## src/rtl/booth_r4_seq_mul.sv

```systemverilog
// booth_r4_seq_mul: iterative radix-4 Booth multiplier.
// Retires one Booth digit (two multiplier bits) per clock. It accepts operands
// through a valid/ready input port and returns the full 2*WIDTH-bit product
// through a valid/ready output port.
//
// Handshake semantics (both ports): a transfer happens on the rising edge
// where valid && ready are both high. A producer holds its data stable while
// valid is high and no transfer has occurred. in_ready is combinational from
// state and out_ready only, so it never depends on in_valid. out_valid and p
// hold until out_ready is seen.
module booth_r4_seq_mul #(
    parameter int WIDTH = 8
) (
    input  logic                 clk,
    input  logic                 rst_n,
    input  logic                 in_valid,
    output logic                 in_ready,
    input  logic [WIDTH-1:0]     a,
    input  logic [WIDTH-1:0]     b,
    input  logic                 signed_mode,
    output logic                 out_valid,
    input  logic                 out_ready,
    output logic [2*WIDTH-1:0]   p,
    output logic                 busy
);

    // Operand width must be even and within 4..32.
    if ((WIDTH % 2) != 0 || WIDTH < 4 || WIDTH > 32) begin : g_bad_width
        $error("booth_r4_seq_mul: WIDTH must be even and in 4..32");
    end

    localparam int ITER = WIDTH / 2 + 1;        // Booth digits per product
    localparam int AW   = 2 * WIDTH + 4;        // accumulator width
    localparam int BW   = WIDTH + 3;            // extended multiplier plus b[-1]
    localparam int CW   = $clog2(ITER);         // iteration counter width

    typedef enum logic [1:0] {
        IDLE = 2'd0,
        CALC = 2'd1,
        DONE = 2'd2
    } state_t;

    state_t          state;
    logic [AW-1:0]   acc;       // running signed sum of Booth terms
    logic [AW-1:0]   mcand;     // multiplicand, pre-shifted by 2i for digit i
    logic [BW-1:0]   bq;        // multiplier window; bq[2:0] is the current digit
    logic [CW-1:0]   cnt;       // digit index i

    logic            accept;
    logic [AW-1:0]   mcand_init;
    logic [BW-1:0]   bq_init;
    logic [AW-1:0]   term;
    logic [AW-1:0]   acc_next;
    logic            last_iter;

    assign in_ready  = (state == IDLE) || (state == DONE && out_ready);
    assign accept    = in_valid && in_ready;
    assign last_iter = (cnt == CW'(ITER - 1));

    // Extend operands on capture. The signedness is folded into the extension
    // bits here, so later changes on signed_mode cannot affect this product.
    assign mcand_init = {{(AW-WIDTH){signed_mode & a[WIDTH-1]}}, a};
    assign bq_init    = {{2{signed_mode & b[WIDTH-1]}}, b, 1'b0};

    // Booth digit decode: select 0, +-A or +-2A from the current 3-bit window.
    always_comb begin
        term = '0;
        case (bq[2:0])
            3'b001, 3'b010: term = mcand;
            3'b011:         term = mcand << 1;
            3'b100:         term = -(mcand << 1);
            3'b101, 3'b110: term = -mcand;
            default:        term = '0;
        endcase
    end

    assign acc_next = acc + term;

    // Control FSM and datapath registers; all outputs except in_ready registered.
    always_ff @(posedge clk or negedge rst_n) begin
        if (!rst_n) begin
            state     <= IDLE;
            acc       <= '0;
            mcand     <= '0;
            bq        <= '0;
            cnt       <= '0;
            p         <= '0;
            out_valid <= 1'b0;
            busy      <= 1'b0;
        end else begin
            case (state)
                IDLE: begin
                    if (accept) begin
                        acc   <= '0;
                        cnt   <= '0;
                        mcand <= mcand_init;
                        bq    <= bq_init;
                        busy  <= 1'b1;
                        state <= CALC;
                    end
                end
                CALC: begin
                    acc   <= acc_next;
                    mcand <= mcand << 2;
                    bq    <= {{2{bq[BW-1]}}, bq[BW-1:2]};
                    cnt   <= cnt + 1'b1;
                    if (last_iter) begin
                        p         <= acc_next[2*WIDTH-1:0];
                        out_valid <= 1'b1;
                        busy      <= 1'b0;
                        state     <= DONE;
                    end
                end
                DONE: begin
                    if (out_ready) begin
                        out_valid <= 1'b0;
                        if (in_valid) begin
                            // Hand-off and new accept on the same edge.
                            acc   <= '0;
                            cnt   <= '0;
                            mcand <= mcand_init;
                            bq    <= bq_init;
                            busy  <= 1'b1;
                            state <= CALC;
                        end else begin
                            state <= IDLE;
                        end
                    end
                end
                default: begin
                    state     <= IDLE;
                    out_valid <= 1'b0;
                    busy      <= 1'b0;
                end
            endcase
        end
    end

endmodule

```

## config.mk

```make
export PLATFORM = sky130hd
export DESIGN_NAME = booth_r4_seq_mul
export DESIGN_NICKNAME = d
export VERILOG_FILES = /design/src/rtl/booth_r4_seq_mul.sv
export SDC_FILE = /design/constraint.sdc
export NUM_CORES = 1
export LEC_CHECK = 0
export ABC_CLOCK_PERIOD_IN_PS = 4100
export CAP_MARGIN = 20
export CORE_ASPECT_RATIO = 0.75
export CORE_MARGIN = 2
export CORE_UTILIZATION = 39
export CTS_CLUSTER_DIAMETER = 120
export CTS_CLUSTER_SIZE = 16
export DETAILED_ROUTE_END_ITERATION = 10
export PLACE_DENSITY = 0.61
export SYNTH_ARGS = -nofsm -noshare
export SYNTH_HDL_FRONTEND = slang
export SYNTH_SLANG_ARGS = --single-unit
```

## constraint.sdc

```tcl
create_clock -name clk -period 4.1 [get_ports clk]
set_input_delay 1.025 -clock clk [delete_from_list [all_inputs] [get_ports clk]]
set_output_delay 1.025 -clock clk [all_outputs]
set_load 0.01 [all_outputs]
```

==> results by group <==
Timing
  • Fin. Hold Viols: 0
  • Max-slew violations: 0
  • Final min period: 3.91 ns
  • Final worst setup slack: 0.190 ns
  • Final setup violation count: 0
  • Least-Margin Pin Slew: 0.947 ns
  • Max frequency: 0.256 GHz
  • Tcrit/Tclk final: 95.4%
  • Layout Skew: 0.00680 ns
  • Max-slew headroom: 36.9%

Route
  • Pre-antenna DRT Iters: 5
  • 1st-iter DRT viols: 267
  • Remaining antenna violation count: 0
  • Vias per cell: 5.69
  • Post-DR wirelength/cell: 16.6 um
  • Number of remaining DRC errors: 0
  • Drt total wl: 11700 um
  • Via count: 4020

Clock tree
  • H-tree levels: 3
  • CTS Sinks: 66
  • CTS tree: built
  • CTS root buf: clkbuf_16
  • Clock buffer count from CTS: 9
  • Clock-pin transition on the worst setup and hold timing paths: 0.06 ns
  • Hold Buf Count CTS: 0
  • Later-pin clock latency in the skew report: 0.33 ns
  • CTS Buffer Depth: 2

Placement
  • GP Congestion: 0.938
  • Placed cells: 691
  • Placed Area: 0.00486 mm^2
  • Hpwl dp: 8530 um
  • Port Buf Inserts: 39
  • Worst slack at placement: 0.0462 ns

Worst setup path
  • Most used cell, CP: o21ai_1
  • CP Data Required Time: 4.31 ns
  • Worst R2R Path Depth: 15
  • Critical-path maximum fanout: 4
  • Cell family with most CP delay: simple AND/OR/NAND/NOR gates
  • Setup crit end kind: register
  • Critical Path Start Type: register
  • Worst path slowest cell: or4_4
  • CP max stage delay: 0.45 ns
  • Crit path buffers/inverters: 0
  • Worst-path cell chain: or3_4 > or3_4 > or4_4 > a21o_1 > a21oi_1 > o21ai_1 > o21ai_1 > ha_1 > and2_1 > and3b_1 > a221oi_2 > nand2_1 > a221oi_2 > xor2_1 > o21ai_1
  • CP arrival: 4.12 ns
  • CP Class: reg -> reg
  • CP Depth: 15

Logic synthesis
  • Ys flop type: dfrtp_1
  • Asr flop ratio synth: 100%
  • Register area share after synthesis: 38.7%
  • Post-synth EDFFs: 0
  • Post-Synthesis Cells: 526
  • Post-Syn Area: 0.00427 mm^2
  • Seq cells post-synth: 66
  • Library cells used by synthesis: 54
  • Syn Area/Cell: 8.12 um^2
  • Syn Nets: 566
  • Yosys Warn Count: 0

Die
  • DIE AREA: 0.0118 mm^2
  • Row Count: 33
  • Die H: 94.6 um
  • I/O pin count: 40
  • Die W: 125 um
  • Area of the core: 0.0108 mm^2
  • Initial Utilization: 39.5%

Layout
  • Final Cell Area: 0.00522 mm^2
  • Fillers: 1054
  • Final non-filler cell total: 707
  • Fraction of layout cells with a size suffix above 1: 9.52%
  • FF/Latch Area: 0.00165 mm^2
  • Area growth syn-to-layout: 22.2%
  • # nets final: 603
  • ANT cells: 0
  • Area of the multi-input gates: 0.00247 mm^2

Flow run
  • Max Cap Viol: 0

Global route
  • Vias in the first global route: 3635
  • Largest net degree at the start of global routing: 48
  • Initial antenna violation count: 0
  • Overall Global Routing Usage: 20.3%
  • Remaining Overflow, GRT: 0
  • First-pass GRT wire length: 19000 um

Hold path
  • Worst min path class: reg -> reg
  • Hold depth: 2

Outcome
  • Status: finished, final reports clean
## flip-flops by register name (all words and copies together), names as in the netlist
register	count
state	2
out_valid	1
mcand	16
bq	11
p	16
cnt	3
acc	16
busy	1
## metrics by stage
step | utilization (%) | TNS (ns) | hold WS [ns]
5_1_grt | 48.2 | -0.0000537 | 0.497
3_3_place_gp | 45.0 | 0 | 0.453
4_1_cts | 47.8 | 0 | 0.477
6_report | 48.2 | 0 | 0.471
2_1_floorplan | - | 0 | 0.439
3_5_place_dp | 45.0 | 0 | 0.462
## tightest hold or removal path, cell delays in order, from the launching register on
cell and delay, ns:
dfrtp_1 0.34, nand2_1 0.05, nand2_1 0.05
## cell type report
type                       count  share of cell area (%)
clock buffer                  10                    4.58
clock inverter                 5                    1.20
inverter                      13                   0.935
multi-input combinational    410                    47.4
sequential                    66                    31.7
tap                          140                    3.36
timing repair buffer          63                    10.8
## cell families after synthesis
group	after synthesis	synth area share [%]
compound gates	156	22.8
xor+xnor	24	4.92
fa+ha+maj	19	5.74
buf+inv	50	4.45
flops	66	38.7
mux	4	0.938
simple gates	207	22.5
## cells in the final DEF, fill, tap and decap left out, drive strengths merged, types with 3 or more instances in the layout
cell type      netlist  final
a211oi               4      4
a21o                 7      7
a21oi               31     31
a221o                3      3
a221oi               5      5
a22oi               12     12
a31oi               11     11
and2                 8      8
and3                 9      9
buf                  6     25
clkbuf              31     10
clkdlybuf4s50        0     38
dfrtp               66     66
ha                  18     18
inv                 12     13
mux2i                4      4
nand2              106    106
nand2b               7      7
nand3               17     17
nand4                4      4
nor2                25     25
nor2b                4      4
nor3                12     12
nor4                 4      4
o21a                 3      3
o21ai               56     56
o221ai               3      3
o31ai                7      7
or3                  6      6
xnor2               14     14
xor2                10     10
## per-layer routing
metal | global-route usage [%] | routed length, um | vias to the layer above
li1 | - | - | 1943
met2 | 30.1 | 4990 | 138
met5 | 0 | 0 | -
met4 | 5.93 | 166 | 0
met3 | 5.21 | 820 | 14
met1 | 29.1 | 5770 | 1925
## repair_timing
action	in CTS	in global routing
setup endpoints to repair	0	5
hold endpoints to repair	0	0
setup buffers	0	1
resized for setup	0	7
## synth_stat cells, drive strengths merged, types with 2 or more instances
master,count,share of area (%)
a211oi,4,0.70
a21o,7,1.2
a21oi,31,3.6
a221o,3,0.70
a221oi,5,1.0
a22o,2,0.41
a22oi,12,2.1
a31oi,11,1.6
and2,8,1.2
and3,9,1.3
buf,6,0.59
clkbuf,31,2.7
dfrtp,66,39
ha,18,5.3
inv,12,1.1
mux2i,4,0.94
nand2,106,9.3
nand2b,7,1.2
nand3,17,2.0
nand4,4,0.59
nor2,25,2.2
nor2b,4,0.59
nor3,12,1.5
nor4,4,0.59
o211ai,2,0.35
o21a,3,0.53
o21ai,56,6.6
o21bai,2,0.35
o221ai,3,0.62
o31ai,7,1.2
or3,6,1.0
xnor2,14,2.9
xor2,10,2.1
## path summary, 6_finish.rpt
check                                      from                 to  slack, ns
max                        mcand[4]$_DFFE_PN0P_  p[15]$_DFFE_PN0P_       0.19
min                            p[0]$_DFFE_PN0P_   p[0]$_DFFE_PN0P_       0.47
max reg2reg                mcand[4]$_DFFE_PN0P_  p[15]$_DFFE_PN0P_       0.19
min reg2reg                    p[0]$_DFFE_PN0P_   p[0]$_DFFE_PN0P_       0.47
max in group asynchronous                 rst_n  bq[5]$_DFFE_PN0P_       2.47
min in group asynchronous                 rst_n   p[8]$_DFFE_PN0P_       0.84
Power is left out: the tool's default activity adds up to more than one toggle a clock period on the data nets, which glitch-free logic cannot reach.
